===== src/rtl/sw_debounce_pkg.sv =====
// Shared types and default constants for the switch debouncer.
package sw_debounce_pkg;

    typedef enum logic [1:0] {
        STABLE_LO = 2'd0,
        WAIT_HI   = 2'd1,
        STABLE_HI = 2'd2,
        WAIT_LO   = 2'd3
    } db_state_t;

    localparam int DB_SYNC_STAGES_DEF = 2;
    localparam int DB_CYCLES_DEF      = 1_000_000;

endpackage


===== src/rtl/debounce_channel.sv =====
// One debounced channel: synchroniser, stability FSM/counter and registered
// level/edge outputs.
module debounce_channel
    import sw_debounce_pkg::*;
#(
    parameter int SYNC_STAGES     = DB_SYNC_STAGES_DEF,
    parameter int DEBOUNCE_CYCLES = DB_CYCLES_DEF
) (
    input  logic clk,
    input  logic rst,
    input  logic raw_in,
    output logic clean_out,
    output logic rise_pulse,
    output logic fall_pulse
);

    localparam int CNT_W = $clog2(DEBOUNCE_CYCLES + 1);
    localparam logic [CNT_W-1:0] CNT_ONE  = CNT_W'(1);
    localparam logic [CNT_W-1:0] CNT_LAST = CNT_W'(DEBOUNCE_CYCLES - 1);

    logic [SYNC_STAGES-1:0] shift_q, shift_d;
    logic                   sync_q;
    db_state_t              state_q, state_d;
    logic [CNT_W-1:0]       cnt_q, cnt_d;
    logic                   clean_q, clean_d;
    logic                   rise_q, rise_d;
    logic                   fall_q, fall_d;

    // Synchroniser: plain shift register, no logic between stages.
    assign shift_d = {shift_q[SYNC_STAGES-2:0], raw_in};
    assign sync_q  = shift_q[SYNC_STAGES-1];

    // Stability qualification; counter is cleared on every abort and accept.
    always_comb begin
        state_d = state_q;
        cnt_d   = cnt_q;
        clean_d = clean_q;
        rise_d  = 1'b0;
        fall_d  = 1'b0;
        case (state_q)
            STABLE_LO: begin
                if (sync_q) begin
                    if (DEBOUNCE_CYCLES == 1) begin
                        state_d = STABLE_HI;
                        cnt_d   = '0;
                        clean_d = 1'b1;
                        rise_d  = 1'b1;
                    end else begin
                        state_d = WAIT_HI;
                        cnt_d   = CNT_ONE;
                    end
                end
            end
            WAIT_HI: begin
                if (!sync_q) begin
                    state_d = STABLE_LO;
                    cnt_d   = '0;
                end else if (cnt_q == CNT_LAST) begin
                    state_d = STABLE_HI;
                    cnt_d   = '0;
                    clean_d = 1'b1;
                    rise_d  = 1'b1;
                end else begin
                    cnt_d = cnt_q + CNT_ONE;
                end
            end
            STABLE_HI: begin
                if (!sync_q) begin
                    if (DEBOUNCE_CYCLES == 1) begin
                        state_d = STABLE_LO;
                        cnt_d   = '0;
                        clean_d = 1'b0;
                        fall_d  = 1'b1;
                    end else begin
                        state_d = WAIT_LO;
                        cnt_d   = CNT_ONE;
                    end
                end
            end
            WAIT_LO: begin
                if (sync_q) begin
                    state_d = STABLE_HI;
                    cnt_d   = '0;
                end else if (cnt_q == CNT_LAST) begin
                    state_d = STABLE_LO;
                    cnt_d   = '0;
                    clean_d = 1'b0;
                    fall_d  = 1'b1;
                end else begin
                    cnt_d = cnt_q + CNT_ONE;
                end
            end
            default: begin
                state_d = STABLE_LO;
                cnt_d   = '0;
            end
        endcase
    end

    always_ff @(posedge clk) begin
        if (rst) begin
            shift_q <= '0;
            state_q <= STABLE_LO;
            cnt_q   <= '0;
            clean_q <= 1'b0;
            rise_q  <= 1'b0;
            fall_q  <= 1'b0;
        end else begin
            shift_q <= shift_d;
            state_q <= state_d;
            cnt_q   <= cnt_d;
            clean_q <= clean_d;
            rise_q  <= rise_d;
            fall_q  <= fall_d;
        end
    end

    assign clean_out  = clean_q;
    assign rise_pulse = rise_q;
    assign fall_pulse = fall_q;

endmodule


===== src/rtl/switch_debouncer.sv =====
// Multi-channel switch debouncer: independent per-bit channels plus a
// combined change indicator.
module switch_debouncer
    import sw_debounce_pkg::*;
#(
    parameter int WIDTH           = 3,
    parameter int SYNC_STAGES     = DB_SYNC_STAGES_DEF,
    parameter int DEBOUNCE_CYCLES = DB_CYCLES_DEF
) (
    input  logic             clk,
    input  logic             rst,
    input  logic [WIDTH-1:0] raw_in,
    output logic [WIDTH-1:0] clean_out,
    output logic [WIDTH-1:0] rise_pulse,
    output logic [WIDTH-1:0] fall_pulse,
    output logic             any_change
);

    if (DEBOUNCE_CYCLES < 1) begin : g_bad_cycles
        $error("switch_debouncer: DEBOUNCE_CYCLES must be >= 1");
    end
    if (SYNC_STAGES < 2) begin : g_bad_sync
        $error("switch_debouncer: SYNC_STAGES must be >= 2");
    end

    for (genvar i = 0; i < WIDTH; i++) begin : g_ch
        debounce_channel #(
            .SYNC_STAGES    (SYNC_STAGES),
            .DEBOUNCE_CYCLES(DEBOUNCE_CYCLES)
        ) u_ch (
            .clk       (clk),
            .rst       (rst),
            .raw_in    (raw_in[i]),
            .clean_out (clean_out[i]),
            .rise_pulse(rise_pulse[i]),
            .fall_pulse(fall_pulse[i])
        );
    end

    // Pulses are already registered, so this OR adds no path from raw_in.
    assign any_change = |{rise_pulse, fall_pulse};

endmodule


===== config.mk =====
export PLATFORM = sky130hd
export DESIGN_NAME = switch_debouncer
export DESIGN_NICKNAME = d
export VERILOG_FILES = /design/src/rtl/sw_debounce_pkg.sv /design/src/rtl/debounce_channel.sv /design/src/rtl/switch_debouncer.sv
export SDC_FILE = /design/constraint.sdc
export NUM_CORES = 1
export LEC_CHECK = 0
export ABC_AREA = 0
export CORE_MARGIN = 2
export CORE_UTILIZATION = 30
export DETAILED_ROUTE_END_ITERATION = 8
export DONT_BUFFER_PORTS = 1
export SYNTH_ARGS = -nofsm -noshare
export SYNTH_HDL_FRONTEND = slang
export SYNTH_SLANG_ARGS = --single-unit

===== constraint.sdc =====
create_clock -name clk -period 2.75 [get_ports clk]
set_clock_uncertainty 0.1 [all_clocks]
set_input_delay 0.275 -clock clk [delete_from_list [all_inputs] [get_ports clk]]
set_output_delay 0.275 -clock clk [all_outputs]
set_load 0.005 [all_outputs]

==> impl_results.rst, run 1 <==
.. list-table::
   :header-rows: 1

   * - Metric
     - Value
   * - Via density per instance
     - 5.27
   * - Setup repair after global routing missed its margin
     - no
   * - Largest net degree at the start of global routing
     - 30
   * - Distinct cell type count after synthesis
     - between 60 and 70
   * - Max-slew violation total from the final report
     - 0
   * - Antenna-violating nets left
     - 0
   * - Total of flip-flops plus latches after synthesis
     - 81
   * - PD cells
     - 572 nW/um^2
   * - Cell at the root of the clock tree
     - sky130_fd_sc_hd__clkbuf_16
   * - Complex-gate fraction of the synthesized area
     - between 20% and 30%
   * - First-pass GRT wire length
     - 14,600 um
   * - Antenna cells
     - 0
   * - Final core occ
     - 34.1%
   * - Initial cell density of the core
     - 30.4%
   * - Pre-CTS WS
     - 501 ps
   * - Hold bufs inserted after CTS
     - 3
   * - Total vias in the final route
     - 3,421
   * - Proportion of netlist area held by the largest area contributor
     - 40.8%
   * - Routability-driven placement congestion ratio
     - 0.830
   * - Routed WL per cell
     - roughly 13 um
   * - Residual DRC count
     - 0
   * - Total routing resource utilization after global routing
     - around an eighth
   * - H-tree levels
     - 3
   * - Ys async rst share
     - 0%
   * - Syn_nets
     - 479
   * - Setup slack of the critical path after layout
     - 465 ps
   * - Highest net fanout along the worst path
     - 29
   * - Clock transition at the registers of the reported paths
     - 60 ps
   * - Vias in the first global route
     - between 3,000 and 4,000
   * - Number of cells after detailed placement
     - 631
   * - Total CTS buffers
     - 9
   * - Number of instances resized during post-cts repair
     - 0
   * - Run status
     - finished, final reports clean
   * - Final standard cell count with taps included and fillers excluded
     - 649
   * - Adder and majority cell fraction of the synthesized area
     - less than 1%
   * - Number of synthesized flops with an enable pin
     - 0
   * - Headroom to the max-slew limit
     - 38.3%
   * - Share of synthesized area occupied by flip-flops and latches
     - 40.8%
   * - Dominant combinational cell family by area after synthesis
     - simple AND/OR/NAND/NOR gates
   * - Dpl hpwl
     - 5770 um
   * - Fin nets
     - 477
   * - Number of detailed-route iterations in the first pass
     - 4
   * - Crit path launch type
     - register
   * - Multiplexer share of the synthesized area
     - 2.27%
   * - Fraction of the mapped netlist area in simple logic gates
     - between 20 and 30%
   * - Required arrival time at the worst endpoint
     - 2880 ps
   * - Max-cap viol count
     - 0
   * - Initial detailed-routing violation count
     - 152
   * - Final number of setup-violating endpoints
     - 0
   * - Area enclosed by the die boundary
     - around 14,000 um^2
   * - Number of top-level pins
     - 15
   * - Standby leakage power
     - 1.56 nW
   * - Antenna violations before repair
     - 0
   * - Final hold violation count
     - 0
   * - Count of buffers added by post-CTS timing repair for setup
     - 0
   * - Total power after layout
     - about 2.6 mW
   * - Largest cells by area after synthesis
     - sky130_fd_sc_hd__dfxtp_1 (41%), sky130_fd_sc_hd__a21oi_1 (5.0%), sky130_fd_sc_hd__nand2_1 (4.2%), sky130_fd_sc_hd__a31oi_1 (4.1%), sky130_fd_sc_hd__nand3_1 (3.7%)
   * - Sinks on Clock Net
     - 81
   * - Placed cell areas
     - about 4100 um^2
   * - Finished Cell Area
     - between 4000 and 5000 um^2
   * - Number of warnings printed during yosys synthesis
     - 0
   * - Aggregate global routing overflow
     - 0
   * - TritonCTS clock tree
     - built
   * - Post-Syn Area
     - 3980 um^2
   * - Min Clock Period, post-route
     - 2290 ps
   * - Vertical die dimension
     - 119 um
   * - Average cell area after synthesis
     - about 8.4 um^2
   * - Die extent in x
     - around 120 um
   * - Maximum clock rate
     - about 0.44 GHz
   * - Final setup TNS
     - 0 ps
   * - # port buffers
     - 0
   * - Data arrival time of the critical path
     - 2410 ps
   * - Floorplan row count
     - 42
   * - Worst hold path class
     - primary input to register
   * - Core region area
     - 13,100 um^2
   * - Final cycle utilization of the critical path
     - ~83%
   * - Actual transition at the worst max-transition pin
     - 922 ps
   * - Synth-to-Final Area Change
     - 12.2%
   * - Longest Clk Path Bufs
     - 2
   * - Category of the critical setup timing path
     - register to register
   * - Share of final-layout standard cells stronger than drive strength 1
     - about 8.0%
   * - Peak ir drop on the vdd network
     - 0.450 mV
   * - Clock insertion delay at the later pin of the skew report
     - 340 ps
   * - Synth Instances
     - 471
   * - Final-layout worst hold slack
     - ~21 ps
   * - Worst Setup End Kind
     - register
   * - Post-Route WL
     - 8580 um
   * - Predominant post-synthesis flop cell
     - sky130_fd_sc_hd__dfxtp_1
   * - Most area-hungry cell type in the Yosys netlist
     - sky130_fd_sc_hd__dfxtp_1
   * - XOR/XNOR share of the synthesized area
     - roughly 2.6%
## Yosys cell counts (all sizes together) (2+ instances only)
cell type,number
a21oi,40
nor3b,2
nand3,30
or3,10
a41oi,5
mux2i,9
ha,3
xor2,6
a31oi,26
a22o,2
a211oi,3
and3,11
nand2,44
xnor2,4
o211ai,4
nor4b,4
o21ba,2
buf,19
o211a,3
nand3b,2
and4,5
nor3,11
and2,2
clkbuf,5
nor2b,12
dfxtp,81
nor2,27
a32oi,3
o2111ai,2
nand4,14
or4,2
or3b,2
o21ai,25
o31ai,2
nand2b,6
a21o,7
nor4,9
inv,14
## final timing paths
kind | start | to | slack [ps] | cells after the start
setup / recovery | g_ch[0].u_ch.cnt_q[0] | g_ch[0].u_ch.cnt_q[10] | 460 | 6
hold / removal | raw_in[0] | g_ch[0].u_ch.shift_q[0] | 20 | 1
setup reg to reg | g_ch[0].u_ch.cnt_q[0] | g_ch[0].u_ch.cnt_q[10] | 460 | 6
hold reg to reg | g_ch[1].u_ch.shift_q[0] | g_ch[1].u_ch.shift_q[1] | 340 | 1
## layer usage
layer | share of wire, % | track usage, % | vias to the layer above
met5 | 0 | 0 | -
met4 | 1.1 | 4.46 | 0
met3 | 4.1 | 3.64 | 8
met2 | 46 | 20.1 | 57
met1 | 49 | 16.0 | 1606
li1 | - | - | 1750
## final cells by class
| type | instances | area [um^2] |
|---|---|---|
| fillers | 1340 | 8620 |
| multi-input cells | 351 | 2160 |
| flip-flops and latches | 81 | 1620 |
| clock buffers | 10 | 239 |
| well taps | 176 | 220 |
| repair buffers | 11 | 90.1 |
| clock inverters | 5 | 78.8 |
| inverters | 15 | 56.3 |
## worst max-delay path: stages, from the launching register on
cell	delay, ps
sky130_fd_sc_hd__dfxtp_1	390
sky130_fd_sc_hd__ha_1	230
sky130_fd_sc_hd__and4_1	360
sky130_fd_sc_hd__nand4_1	180
sky130_fd_sc_hd__o21ba_2	420
sky130_fd_sc_hd__and3_1	240
sky130_fd_sc_hd__a221o_1	250
## state kept, by name (all words and copies together) (netlist names), named ones only
register              count
g_ch.u_ch.clean_out       3
g_ch.u_ch.cnt_q          60
g_ch.u_ch.fall_pulse      3
g_ch.u_ch.rise_pulse      3
g_ch.u_ch.shift_q         6
g_ch.u_ch.state_q         3
## cells by family (layout without fill, tap and decap cells)
logic type                 count (synthesis)  in the layout
muxes                                      9              9
AOI/OAI and AO/OA                        133            133
buffers and inverters                     39             41
and+or+nand+nor                          196            196
DFF                                       81             81
xor gates and xnor gates                  10             10
adders and majority gates                  3              3
## cell usage in the layout (no fill, tap or decap), types with 5 or more instances in the layout
cell	Yosys	routed
sky130_fd_sc_hd__nor3_1	11	11
sky130_fd_sc_hd__nand4_1	14	14
sky130_fd_sc_hd__o21ai_0	25	25
sky130_fd_sc_hd__dfxtp_1	81	81
sky130_fd_sc_hd__mux2i_1	9	9
sky130_fd_sc_hd__nor2_1	27	27
sky130_fd_sc_hd__nand2_1	44	44
sky130_fd_sc_hd__clkbuf_16	0	9
sky130_fd_sc_hd__nand3_1	29	29
sky130_fd_sc_hd__a31oi_1	26	26
sky130_fd_sc_hd__inv_1	14	14
sky130_fd_sc_hd__buf_4	10	8
sky130_fd_sc_hd__and3_1	10	10
sky130_fd_sc_hd__nor4_1	8	8
sky130_fd_sc_hd__a41oi_1	5	5
sky130_fd_sc_hd__a21o_1	7	7
sky130_fd_sc_hd__or3_1	10	10
sky130_fd_sc_hd__a21oi_1	40	40
sky130_fd_sc_hd__nor2b_1	12	12
sky130_fd_sc_hd__nand2b_1	6	6
sky130_fd_sc_hd__and4_1	5	5
## power breakdown
part / internal, mW / leakage [nW] / switching [mW] / total [mW]
Sequential: 1.19 / 0.655 / 0.0133 / 1.20
Combinational: 0.0287 / 0.745 / 0.0473 / 0.0760
Clock: 0.814 / 0.159 / 0.461 / 1.28
Total: 2.03 / 1.56 / 0.522 / 2.55
Power figures use the tool's default switching activity.
==> run 2: changes to the inputs <==
==> constraint.sdc (replaced) <==
create_clock -name clk -period 2.1 [get_ports clk]
set_clock_uncertainty 0.1 [all_clocks]
set_input_delay 0.21 -clock clk [delete_from_list [all_inputs] [get_ports clk]]
set_output_delay 0.21 -clock clk [all_outputs]
set_load 0.005 [all_outputs]
==> run 2 against run 1 <==
  * Sequential share of layout area fell by 2.2 points
  * Global-route usage rose by 1.6 points
  * Core utilization rose by 2.3 points
  * Largest cell class unchanged
  * Wire length rose by 13%
  * Sequential power rose by 31%
  * Critical path type unchanged
  * Register-to-register slack got worse by 380 ps
  * Power rose by 41%
  * Combinational power rose by 42%
  * Non-clock buffer count rose by 25
==> impl_results.rst, run 2 (synthesis results as in run 1) <==
.. list-table::
   :header-rows: 1

   * - Metric
     - Value
   * - Run status
     - finished, final reports clean
   * - Delay of the slowest cell on the worst path
     - 530 ps (+110 ps)
   * - Final-layout worst hold slack
     - 43.2 ps (+22.2 ps)
   * - Area enclosed by the die boundary
     - 14,200 um^2 (unchanged)
   * - Actual transition at the worst max-transition pin
     - 1190 ps (+271 ps)
   * - Antenna cells
     - 0 (unchanged)
   * - Setup repair after global routing missed its margin
     - yes
   * - Cell class contributing the biggest share of worst-path delay
     - simple AND/OR/NAND/NOR gates
   * - Antenna-violating nets left
     - 0 (unchanged)
   * - Switching power
     - 0.730 mW (+40%)
   * - Flip-flop count of the largest register, all copies and words added
     - 60 (unchanged)
   * - Total CTS buffers
     - 9 (unchanged)
   * - Min Clock Period, post-route
     - 2020 ps (-268 ps)
   * - # port buffers
     - 0 (unchanged)
   * - Final number of setup-violating endpoints
     - 0 (unchanged)
   * - Synth-to-Final Area Change
     - 20.0%
   * - Initial detailed-routing violation count
     - 244 (+61%)
   * - H-tree levels
     - 3 (unchanged)
   * - Required arrival time at the worst endpoint
     - 2280 ps (-600 ps)
   * - Total power after layout
     - 3.61 mW (+41%)
   * - Die extent in x
     - 119 um (unchanged)
   * - Post-Route WL
     - 9680 um (+13%)
   * - Vias in the first global route
     - 3,466 (+7.5%)
   * - Fraction of power spent switching nets
     - 20.3% (-0.21 points)
   * - Final core occ
     - 36.4% (+2.3 points)
   * - Aggregate global routing overflow
     - 0 (unchanged)
   * - Reg-to-reg setup timing slack
     - 80 ps (-380 ps)
   * - Floorplan row count
     - 42 (unchanged)
   * - Total area of multi-input combinational cells
     - 2190 um^2 (+1.5%)
   * - Largest net degree at the start of global routing
     - 26 (-13%)
   * - First-pass GRT wire length
     - 16,200 um (+11%)
   * - Worst hold path class
     - primary input to register
   * - Critical Path Stages
     - 6 (unchanged)
   * - Clock insertion delay at the later pin of the skew report
     - 340 ps (about the same)
   * - Final cycle utilization of the critical path
     - 96.1% (+13 points)
   * - TritonCTS clock tree
     - built
   * - Max-cap viol count
     - 0 (unchanged)
   * - Routed WL per cell
     - 14.3 um (+8.5%)
   * - PD cells
     - 756 nW/um^2 (+32%)
   * - Cell at the root of the clock tree
     - sky130_fd_sc_hd__clkbuf_16
   * - Register share of total power
     - 43.5% (-3.5 points)
   * - Data arrival time of the critical path
     - 2200 ps (-210 ps)
   * - Vertical die dimension
     - 119 um (unchanged)
   * - Most common cell type on the critical path
     - sky130_fd_sc_hd__and4_1
   * - Share of final-layout standard cells stronger than drive strength 1
     - 14.8% (+6.8 points)
   * - Number of cells after detailed placement
     - 651 (+3.2%)
   * - Number of detailed-route iterations in the first pass
     - 4 (unchanged)
   * - Antenna violations before repair
     - 0 (unchanged)
   * - Origin of the critical flop-to-flop path
     - g_ch[2].u_ch.cnt_q[0]
   * - Clk pwr share
     - 53.5% (+3.5 points)
   * - Core region area
     - 13,100 um^2 (unchanged)
   * - Final setup TNS
     - 0 ps (unchanged)
   * - Maximum clock rate
     - 0.496 GHz (+13%)
   * - Part of the power in combinational logic
     - 3.0% (about the same)
   * - Highest net fanout along the worst path
     - 4 (-86%)
   * - Number of top-level pins
     - 15 (unchanged)
   * - Total routing resource utilization after global routing
     - 14.1% (+1.6 points)
   * - Clock transition at the registers of the reported paths
     - 60 ps (about the same)
   * - Via density per instance
     - 5.39 (+2.2%)
   * - Capture instance of the worst register-to-register path
     - g_ch[2].u_ch.cnt_q[11]
   * - Category of the critical setup timing path
     - register to register
   * - Total vias in the final route
     - 3,637 (+6.3%)
   * - Commonest cells after routing, fill and taps aside
     - sky130_fd_sc_hd__dfxtp_1 (76), sky130_fd_sc_hd__nand2_1 (44), sky130_fd_sc_hd__a21oi_1 (40), sky130_fd_sc_hd__buf_4 (30), sky130_fd_sc_hd__nand3_1 (28)
   * - Residual DRC count
     - 0 (unchanged)
   * - Dpl hpwl
     - 6650 um (+15%)
   * - Sinks on Clock Net
     - 81 (unchanged)
   * - Worst Setup End Kind
     - register
   * - Internal cell power
     - 2.88 mW (+42%)
   * - Routability-driven placement congestion ratio
     - 0.815 (-1.8%)
   * - Number of fillers in the final layout
     - 1,304 (-2.7%)
   * - Max-slew violation total from the final report
     - 0 (unchanged)
   * - Headroom to the max-slew limit
     - 19.9% (-18 points)
   * - Leading cell type in the layout, fill and taps excluded
     - sky130_fd_sc_hd__dfxtp_1
   * - Worst path slowest cell
     - sky130_fd_sc_hd__or4_1
   * - Crit path launch type
     - register
   * - Peak ir drop on the vdd network
     - 0.372 mV (-18%)
   * - Final standard cell count with taps included and fillers excluded
     - 675 (+4.0%)
   * - Fin nets
     - 502 (+5.2%)
   * - Register Area
     - 1630 um^2 (+0.54%)
   * - Beginning of the critical path
     - g_ch[2].u_ch.cnt_q[0]
   * - Final hold violation count
     - 0 (unchanged)
   * - Standby leakage power
     - 1.72 nW (+10%)
   * - Longest Clk Path Bufs
     - 2 (unchanged)
   * - Registers with the most flip-flops
     - g_ch.u_ch.cnt_q x60, g_ch.u_ch.shift_q x6
   * - Number of buffer and inverter stages on the critical path
     - 0 (unchanged)
   * - Number of cell instances on the worst register-to-register path
     - 6 (unchanged)
   * - Register with the most flip-flops
     - g_ch.u_ch.cnt_q
   * - Cell-by-cell listing of the critical path
     - ha_1 -> and4_1 -> and4_1 -> a211o_1 -> or4_1 -> nand3_1
   * - Initial cell density of the core
     - 30.4% (unchanged)
   * - Capturing element of the worst setup path
     - g_ch[2].u_ch.cnt_q[11]
## run 2: changes by cell type in the layout (fill, tap and decap cells not counted), sizes merged
cell         change
inv              -1
clkbuf           -1
bufinv           +2
dlygate4sd3      +1
clkinv           +1
buf             +24
## run 2: routing by layer
| metal | up-vias | global-route usage (%) | part of all wire (%) |
|---|---|---|---|
| met4 | 0 | 7.14 | 1.4 |
| met2 | 71 | 22.8 | 48 |
| met5 | - | 0 | 0 |
| met3 | 9 | 3.30 | 3.8 |
| met1 | 1747 | 17.5 | 46 |
| li1 | 1810 | - | - |
## run 2: metrics by stage
step                worst slack (ps)  instance area, um^2
finish                          82.2                 4770
global route                   -17.0                 4770
CTS                             21.9                 4700
detailed placement              75.1                 4290
global placement                 119                 4290
floorplan                       16.0                 3980
## run 2: how the worst min path moves through the flow
| stage | from | to | slack (ps) | cells past startpoint |
|---|---|---|---|---|
| final | rst | g_ch[0].u_ch.cnt_q[15] | 40 | 3 |
| after global routing | rst | g_ch[0].u_ch.cnt_q[15] | 70 | 3 |
| after CTS | rst | g_ch[2].u_ch.cnt_q[11] | 100 | 3 |
| after detailed placement | rst | g_ch[2].u_ch.cnt_q[4] | 190 | 1 |
| after global placement | rst | g_ch[2].u_ch.clean_out | 190 | 1 |
| after floorplan | raw_in[0] | g_ch[0].u_ch.shift_q[0] | 240 | 1 |
## run 2: final cells by class
| type | count | area share, % |
|---|---|---|
| sequential | 81 | 34.2 |
| tap | 176 | 4.62 |
| clock buffer | 9 | 4.72 |
| timing repair buffer | 36 | 6.40 |
| multi-input combinational | 351 | 45.9 |
| inverter | 15 | 1.18 |
| clock inverter | 7 | 2.99 |
## run 2: worst reg2reg max path, stage by stage (launching register included)
cell and delay, ps:
sky130_fd_sc_hd__dfxtp_1 320, sky130_fd_sc_hd__ha_1 210, sky130_fd_sc_hd__and4_1 210, sky130_fd_sc_hd__and4_1 190, sky130_fd_sc_hd__a211o_1 310, sky130_fd_sc_hd__or4_1 530
sky130_fd_sc_hd__nand3_1 90
## run 2: power by group through the flow
stage,logic [mW],clock network (mW),registers [mW]
after detailed placement,0.0918,0,1.61
after global routing,0.120,2.04,1.57
final,0.108,1.93,1.57
after global placement,0.0885,0,1.60
after CTS,0.106,1.97,1.57
after floorplan,0.0744,0,1.60
## run 2: timing repair
| item | 4_1_cts | 5_1_grt |
|---|---|---|
| hold buffers | 4 | 0 |
| endpoints found under the hold margin | 25 | 0 |
| gates resized for setup | 0 | 13 |
| endpoints found under the setup margin | 0 | 27 |
| setup buffers | 0 | 4 |
==> run 3: changes to the inputs <==
--- a/config.mk
+++ b/config.mk
@@ -8,6 +8,7 @@
 export ABC_AREA = 0
 export CORE_MARGIN = 2
 export CORE_UTILIZATION = 30
+export CTS_CLUSTER_SIZE = 12
 export DETAILED_ROUTE_END_ITERATION = 8
 export DONT_BUFFER_PORTS = 1
 export SYNTH_ARGS = -nofsm -noshare
==> results of run 3 <==
The final DEF is identical to that of run 2; final timing and power are the same.
